<file path="config.mk">
export PLATFORM = sky130hd
export DESIGN_NAME = seg7_scan_driver
export DESIGN_NICKNAME = d
export VERILOG_FILES = /design/src/rtl/seg7_scan_driver_pkg.sv /design/src/rtl/bcd_to_seg7.sv /design/src/rtl/seg7_scan_driver.sv
export SDC_FILE = /design/constraint.sdc
export NUM_CORES = 1
export LEC_CHECK = 0
export CAP_MARGIN = 10
export CELL_PAD_IN_SITES_DETAIL_PLACEMENT = 1
export CELL_PAD_IN_SITES_GLOBAL_PLACEMENT = 1
export CORE_MARGIN = 4
export CORE_UTILIZATION = 25
export DETAILED_ROUTE_END_ITERATION = 8
export GPL_TIMING_DRIVEN = 0
export HOLD_SLACK_MARGIN = 0.05
export MAX_ROUTING_LAYER = met4
export PLACE_DENSITY = 0.59
export SLEW_MARGIN = 20
export SYNTH_ARGS = -nofsm -noshare
export SYNTH_HDL_FRONTEND = slang
export SYNTH_SLANG_ARGS = --single-unit
</file>
<file path="constraint.sdc">
create_clock -name clk -period 6.38 [get_ports clk]
set_clock_uncertainty 0.2 [all_clocks]
set_input_delay 0.957 -clock clk [delete_from_list [all_inputs] [get_ports clk]]
set_output_delay 0.957 -clock clk [all_outputs]
set_load 0.03 [all_outputs]
</file>
<file path="src/rtl/seg7_scan_driver_pkg.sv">
// Shared 7-segment definitions: BCD digit width and segment patterns (bit0=a .. bit6=g).
package seg7_scan_driver_pkg;

  localparam int DIGIT_W = 4;

  localparam logic [6:0] SEG_0    = 7'b0111111;
  localparam logic [6:0] SEG_1    = 7'b0000110;
  localparam logic [6:0] SEG_2    = 7'b1011011;
  localparam logic [6:0] SEG_3    = 7'b1001111;
  localparam logic [6:0] SEG_4    = 7'b1100110;
  localparam logic [6:0] SEG_5    = 7'b1101101;
  localparam logic [6:0] SEG_6    = 7'b1111101;
  localparam logic [6:0] SEG_7    = 7'b0000111;
  localparam logic [6:0] SEG_8    = 7'b1111111;
  localparam logic [6:0] SEG_9    = 7'b1101111;
  localparam logic [6:0] SEG_DASH = 7'b1000000;
  localparam logic [6:0] SEG_OFF  = 7'b0000000;

  typedef struct packed {
    logic [6:0] seg;
    logic       dp;
  } seg_out_t;

endpackage

</file>
<file path="src/rtl/bcd_to_seg7.sv">
// Combinational BCD digit to active-high segment pattern; 10-15 render as a dash.
module bcd_to_seg7
  import seg7_scan_driver_pkg::*;
(
  input  logic [DIGIT_W-1:0] bcd,
  output logic [6:0]         seg
);

  always_comb begin
    seg = SEG_DASH;
    case (bcd)
      4'd0: seg = SEG_0;
      4'd1: seg = SEG_1;
      4'd2: seg = SEG_2;
      4'd3: seg = SEG_3;
      4'd4: seg = SEG_4;
      4'd5: seg = SEG_5;
      4'd6: seg = SEG_6;
      4'd7: seg = SEG_7;
      4'd8: seg = SEG_8;
      4'd9: seg = SEG_9;
      default: seg = SEG_DASH;
    endcase
  end

endmodule

</file>
<file path="src/rtl/seg7_scan_driver.sv">
// Multiplexed common-anode 7-segment scanner with frame-coherent digit shadow.
// Optional leading-zero blanking under SEG7_LZ_BLANK_EN.
module seg7_scan_driver
  import seg7_scan_driver_pkg::*;
#(
  parameter int DIGIT_REGS     = DIGIT_W,
  parameter int NUM_DIGITS     = 4,
  parameter int REFRESH_DIV    = 50000,
  parameter int SEG_ACTIVE_LOW = 1
) (
  input  logic                            clk,
  input  logic                            rst,
  input  logic [NUM_DIGITS*DIGIT_REGS-1:0] bcd_in,
  input  logic [NUM_DIGITS-1:0]           dp_in,
  input  logic                            enable,
  output logic [6:0]                      seg,
  output logic                            dp,
  output logic [NUM_DIGITS-1:0]           an,
  output logic                            frame_start
);

  localparam int PW = (REFRESH_DIV > 1) ? $clog2(REFRESH_DIV) : 1;
  localparam int IW = (NUM_DIGITS > 1) ? $clog2(NUM_DIGITS) : 1;
  localparam logic [PW-1:0] P_LAST = PW'(REFRESH_DIV - 1);
  localparam logic [IW-1:0] I_LAST = IW'(NUM_DIGITS - 1);
  localparam logic          POL    = (SEG_ACTIVE_LOW != 0);

  logic [PW-1:0]                         presc;
  logic [IW-1:0]                         idx;
  logic [NUM_DIGITS-1:0][DIGIT_REGS-1:0] shadow;
  logic [NUM_DIGITS-1:0]                 dp_sh;
  logic                                  tick;
  logic [NUM_DIGITS-1:0]                 an_nxt;
  logic [6:0]                            dec;
  logic                                  blank;
  seg_out_t                              out_r;
  logic [NUM_DIGITS-1:0]                 an_r;

  assign tick = (presc == P_LAST);

  always_comb begin
    an_nxt      = '0;
    an_nxt[idx] = 1'b1;
  end

  bcd_to_seg7 u_dec (
    .bcd (shadow[idx][DIGIT_W-1:0]),
    .seg (dec)
  );

`ifdef SEG7_LZ_BLANK_EN
  // lz[i]: digit i and everything above it is zero in the shadow.
  logic [NUM_DIGITS-1:0] lz;
  always_comb begin
    lz = '0;
    lz[NUM_DIGITS-1] = (shadow[NUM_DIGITS-1] == '0);
    for (int i = NUM_DIGITS-2; i >= 0; i--)
      lz[i] = lz[i+1] & (shadow[i] == '0);
  end
  assign blank = (idx != '0) & lz[idx];
`else
  assign blank = 1'b0;
`endif

  always_ff @(posedge clk or posedge rst) begin
    if (rst) begin
      presc       <= '0;
      idx         <= '0;
      shadow      <= '0;
      dp_sh       <= '0;
      frame_start <= 1'b0;
      an_r        <= '0;
      out_r       <= '0;
    end else begin
      presc       <= tick ? '0 : presc + 1'b1;
      frame_start <= tick && (idx == I_LAST);
      if (tick) begin
        idx <= (idx == I_LAST) ? '0 : idx + 1'b1;
        // Capture only at frame wrap so a frame never mixes old and new digits.
        if (idx == I_LAST) begin
          shadow <= bcd_in;
          dp_sh  <= dp_in;
        end
      end
      an_r      <= enable ? an_nxt : '0;
      out_r.seg <= (enable && !blank) ? dec : SEG_OFF;
      out_r.dp  <= enable && !blank && dp_sh[idx];
    end
  end

  assign seg = out_r.seg ^ {7{POL}};
  assign dp  = out_r.dp ^ POL;
  assign an  = an_r ^ {NUM_DIGITS{POL}};

endmodule

</file>
# ---- Word level (Yosys, flattened, before mapping)
# Memories as Yosys holds them, arrays and structs flattened.
# Cells that the tools add are included.
dict set report word_totals {
  ff_bits 51
  rom_bits 112
  inputBits 23
  output_inout_bits 13
  wordCells 35
  n_memories 1
}
# memory depth width rd rd_clocked_by_memory_dff write_ports line_no
set memory_table {}
lappend memory_table {{(no name shown)} 16 7 1 0 0 bcd_to_seg7.sv:11} ;# case (bcd)
dict set report classes {
  add_sub_neg 2
  n_lt_le_gt_ge 2
  eq_ne 2
  mux 10
  bitwise_logic 3
  n_reduce_logical 4
}
# operator count
set ops {}
lappend ops {{$add 16x1->16 const B} 1}
lappend ops {{$eq 16x16->1 const B} 1}
lappend ops {{$mux 16} 1}
lappend ops {{$bmux 4 s2} 1}
lappend ops {{$mux 4} 2}
lappend ops {{$mux 7} 1}
lappend ops {{$not 7->7} 1}
lappend ops {{$not 4->4} 1}
lappend ops {{$logic_and 1x1->1} 3}
lappend ops {{$lt 2x3->1 const B} 1}
lappend ops {{$add 2x1->2 const B} 1}
lappend ops {{$bmux 1 s2} 1}
lappend ops {{$demux 1 s2} 1}
lappend ops {{$eq 2x2->1 const B} 1}
lappend ops {{$ge 2x1->1 const B} 1}
lappend ops {{$mux 1} 2}
lappend ops {{$mux 2} 1}
lappend ops {{$reduce_and 2->1} 1}
lappend ops {{$not 1->1} 1}

# ---- Depth between registers and ports, before layout
dict set report depth {
  ltp_word 5
  depth_mapped 7
}

# ---- By module
# Synthesis repeated with hierarchy kept, for this count alone.
dict set report hier_totals {
  cells_unflattened 201
  area_unflattened_um2 2514.9
}
# module instances cells_per_inst area_per_inst_um2
set modules_own_cells {}
lappend modules_own_cells {seg7_scan_driver 1 172 2282.2}
lappend modules_own_cells {bcd_to_seg7 1 29 232.7}

# ---- Least setup slack after synthesis
# OpenSTA, ideal clock, no wires.
dict set report synth_path {
  path_type {reg2reg}
  from {register presc[4]}
  to {register dp_sh[0]}
  arrival_time_ps 1913
  required_time_ps 6055
  path_slack_ps 4142
  stages_incl_launch_ff 6
  path_cell_list {dfrtp_1 or4b_4 nor4_4 nand2_2 buf_6 mux2_4}
}
dict set report synth_between {
  elab_chain_cells 2
}
# item line_no
set synth_lines {}
lappend synth_lines {{from (decl)} seg7_scan_driver.sv:28} ;# logic [PW-1:0] presc;
lappend synth_lines {{from (signal assigned)} seg7_scan_driver.sv:75} ;# presc <= tick ? '0 : presc + 1'b1;
lappend synth_lines {{$eq 16x16->1} seg7_scan_driver.sv:39} ;# assign tick = (presc == P_LAST);
lappend synth_lines {{$reduce_and 2->1 (no line)} -}
lappend synth_lines {{to (signal assigned)} seg7_scan_driver.sv:82} ;# dp_sh <= dp_in;
lappend synth_lines {{to (decl)} seg7_scan_driver.sv:31} ;# logic [NUM_DIGITS-1:0] dp_sh;
# Every way passes these cells.
# A chain may end at the register's enable or synchronous reset.

# ---- Worst setup path in the final report
dict set report layout_path {
  from {register out_r[6] (netlist bit)}
  to {output port seg[5]}
}
dict set report layout_between {
  elab_chain_cells 1
}
# item line_no
set layout_lines {}
lappend layout_lines {{from (decl)} seg7_scan_driver.sv:36} ;# seg_out_t out_r;
lappend layout_lines {{$not 7->7 (no line)} -}
lappend layout_lines {{to (decl)} seg7_scan_driver.sv:16} ;# output logic [6:0] seg,
# Every way passes these cells.

==> results by group <==
Layout
  – # fillers: 1,100
  – Layout area overhead: 26.2%
  – Diode count: 0
  – Final #Nets: 278
  – Multi-input logic area: 0.00109 mm²
  – Layout cell share with drive strength beyond 1: 0.179
  – Sequential cell area: 0.00128 mm²
  – Final Core Density: 0.321
  – Cell Count, Final, Fillers Out: 379
  – Fin area: 0.00313 mm²

Logic synthesis
  – Count leader, synth: dfrtp_1
  – #FFs+latches synth: 51
  – Syn. warnings: 0
  – Largest family of logic cells by synthesized area: multiplexers
  – Main synth FF type: dfrtp_1
  – EDFF count, synth: 0
  – Synthesized cell area: 0.00248 mm²
  – Yosys cell types: 30
  – Register area share after synthesis: 0.515
  – Post-Syn Instances: 202
  – Multiplexer share of the synthesized area: 0.171
  – Post-synthesis adder-cell area fraction: 0.0505
  – Ys async rst share: 1.00
  – Post-synthesis compound-gate area fraction: 0.0217
  – Syn Area/Cell: 12.3 µm²
  – Simple-Gate Fraction of Synth Area: 0.150
  – Synth Area in XOR/XNOR: 0.0460
  – Area contributors post-synth: dfrtp_1 52%, mux2_4 12%, ha_1 5.1%
  – Synth Net Count: 235
  – Synth top area share: 0.515
  – Post-synth top area cell: dfrtp_1
  – Synth top cells by count: 51 x dfrtp_1, 22 x inv_1, 20 x mux2_4, 17 x nor2_1, 10 x ha_1

Placement
  – Dpl ws: 3840 ps
  – Hpwl dp: 3770 µm
  – Dpl cell area: 0.00301 mm²
  – Placed insts: 371
  – Port Buffers: 35
  – GP Congestion: 0.743

Clock tree
  – Clk sink count: 51
  – Skew-Pair Late Insertion Delay: 310 ps
  – CTS hold repair buffers: 0
  – Clock Path Buffers: 2
  – Clock Tree Root: clkbuf_8
  – TritonCTS clock tree: yes
  – Cts bufs inserted: 5
  – Postcts setup bufs: 0
  – Post-cts sizing count: 0
  – Clk pin slew, worst setup/hold paths: 110 ps
  – H-tree levels: 2

Die
  – Num rows: 36
  – Num ports: 36
  – Starting Density: 0.255
  – Die X: 108 µm
  – Die Span Y: 108 µm
  – Die Footprint: 0.0116 mm²
  – Core area: 0.00973 mm²

Setup path
  – WP data arrival: 1390 ps
  – WS Path Type: reg -> out
  – Crit path capture type: output pin
  – Worst-path fanout max: 1
  – CP startpoint kind: register
  – WP data required: 5220 ps

STA
  – Final Max Tran Viols: 0
  – Worst setup margin: 3830 ps
  – Slew @ Worst Pin: 506 ps
  – Post-Route Setup TNS: 0 ps
  – Hold slack: 302 ps
  – Final worst-path cycle share: 0.400
  – Max Fclk: 392 MHz
  – Normalized max-slew margin: 0.662
  – RSZ-0062 raised after global routing: no
  – Min cycle time layout: 2550 ps
  – Hold violation count in the final report: 0
  – Final Setup Violations: 0

Pwr
  – Static Leakage: 1.40 nW
  – Total Power: 628 µW
  – Pwr Density: 201 mW/mm²
  – Peak supply drop: 0.0866 mV

Global route
  – First-pass GRT wire length: 8630 µm
  – Total track usage: 0.0966
  – Maximum number of pins on one net before global-route repair: 34
  – Gr ovfl total: 0
  – Initial antenna violation count: 0
  – Vias in the first global route: 1,757

Detailed routing
  – Total number of vias: 1,610
  – Initial DRC count: 35
  – Remaining DRCs: 0
  – Antenna Nets Post-Route: 0
  – Drt via density: 4.25
  – First drt pass iteration count: 4
  – Wirelength, routed: 5100 µm
  – Routed wire length per instance: 13.5 µm

Run
  – Max cap viols: 0

Status
  – Outcome: finished, final reports clean

Worst hold path
  – Hold Path Class: reg -> reg
[critical path: stages, from the launching register on]
cell             delay, ps
dfrtp_1                380
inv_1                   50
clkdlybuf4s50_1        660
[sequential cells by signal (all words and copies together) (netlist names)]
signal and count:
idx 2, presc 16, shadow 16, an_r 4
frame_start 1, dp_sh 4, out_r 8
[power breakdown]
group          switching, mW  internal (mW)  leakage, nW  total (mW)
Combinational         0.0282         0.0340        0.706      0.0623
Sequential           0.00436          0.333        0.640       0.337
Clock                  0.111          0.117       0.0581       0.228
[cells in the final DEF, fill, tap and decap left out, drive strengths merged]
cell type      Yosys  layout
or4b               1       1
or2                2       2
nand4              6       6
or4bb              1       1
inv               22      22
nor4               4       4
dfrtp             51      51
nor3               5       5
o21ai              3       3
nor2              17      17
and2               5       5
nand2              7       7
xnor2              7       7
ha                10      10
nor4b              1       1
nand3              9       9
buf                2       3
clkbuf             2       7
bufinv             0       1
nor2b              3       3
a21oi              6       6
or3b               1       1
xor2               6       6
mux4               5       5
and3               1       1
clkinv             0       2
nand2b             3       3
clkdlybuf4s50      0      35
mux2              21      21
o2111ai            1       1
[layer usage]
layer | GRT usage | up-vias | routed length (µm)
met5 | - | - | 0
met4 | 0.0325 | 0 | 83
met3 | 0.0252 | 7 | 243
met2 | 0.155 | 30 | 2430
met1 | 0.118 | 810 | 2350
li1 | - | 763 | -
[final cells by class]
class | count | area share
flip-flops and latches | 51 | 0.408
multi-input cells | 125 | 0.348
repair buffers | 36 | 0.118
well taps | 133 | 0.0532
inverters | 22 | 0.0264
clock buffers | 5 | 0.0220
clock inverters | 3 | 0.0140
plain buffers | 4 | 0.00961
[cells by family after synthesis]
| group | Yosys count |
|---|---|
| DFF | 51 |
| buffers and inverters | 26 |
| AOI/OAI and AO/OA | 10 |
| and+or+nand+nor | 66 |
| muxes | 26 |
| adders and majority gates | 10 |
| xor gates and xnor gates | 13 |
[final timing paths]
kind	slack (ps)	start	cells after the start	end
setup / recovery	3830	out_r[6]	2	seg[5]
min in group asynchronous	780	rst	2	an_r[3]
hold / removal	300	presc[0]	1	presc[0]
hold reg to reg	300	presc[0]	1	presc[0]
max in group asynchronous	4670	rst	3	shadow[5]
setup reg to reg	3920	idx[0]	7	out_r[4]
No activity file was read; power rests on OpenSTA's default activity.
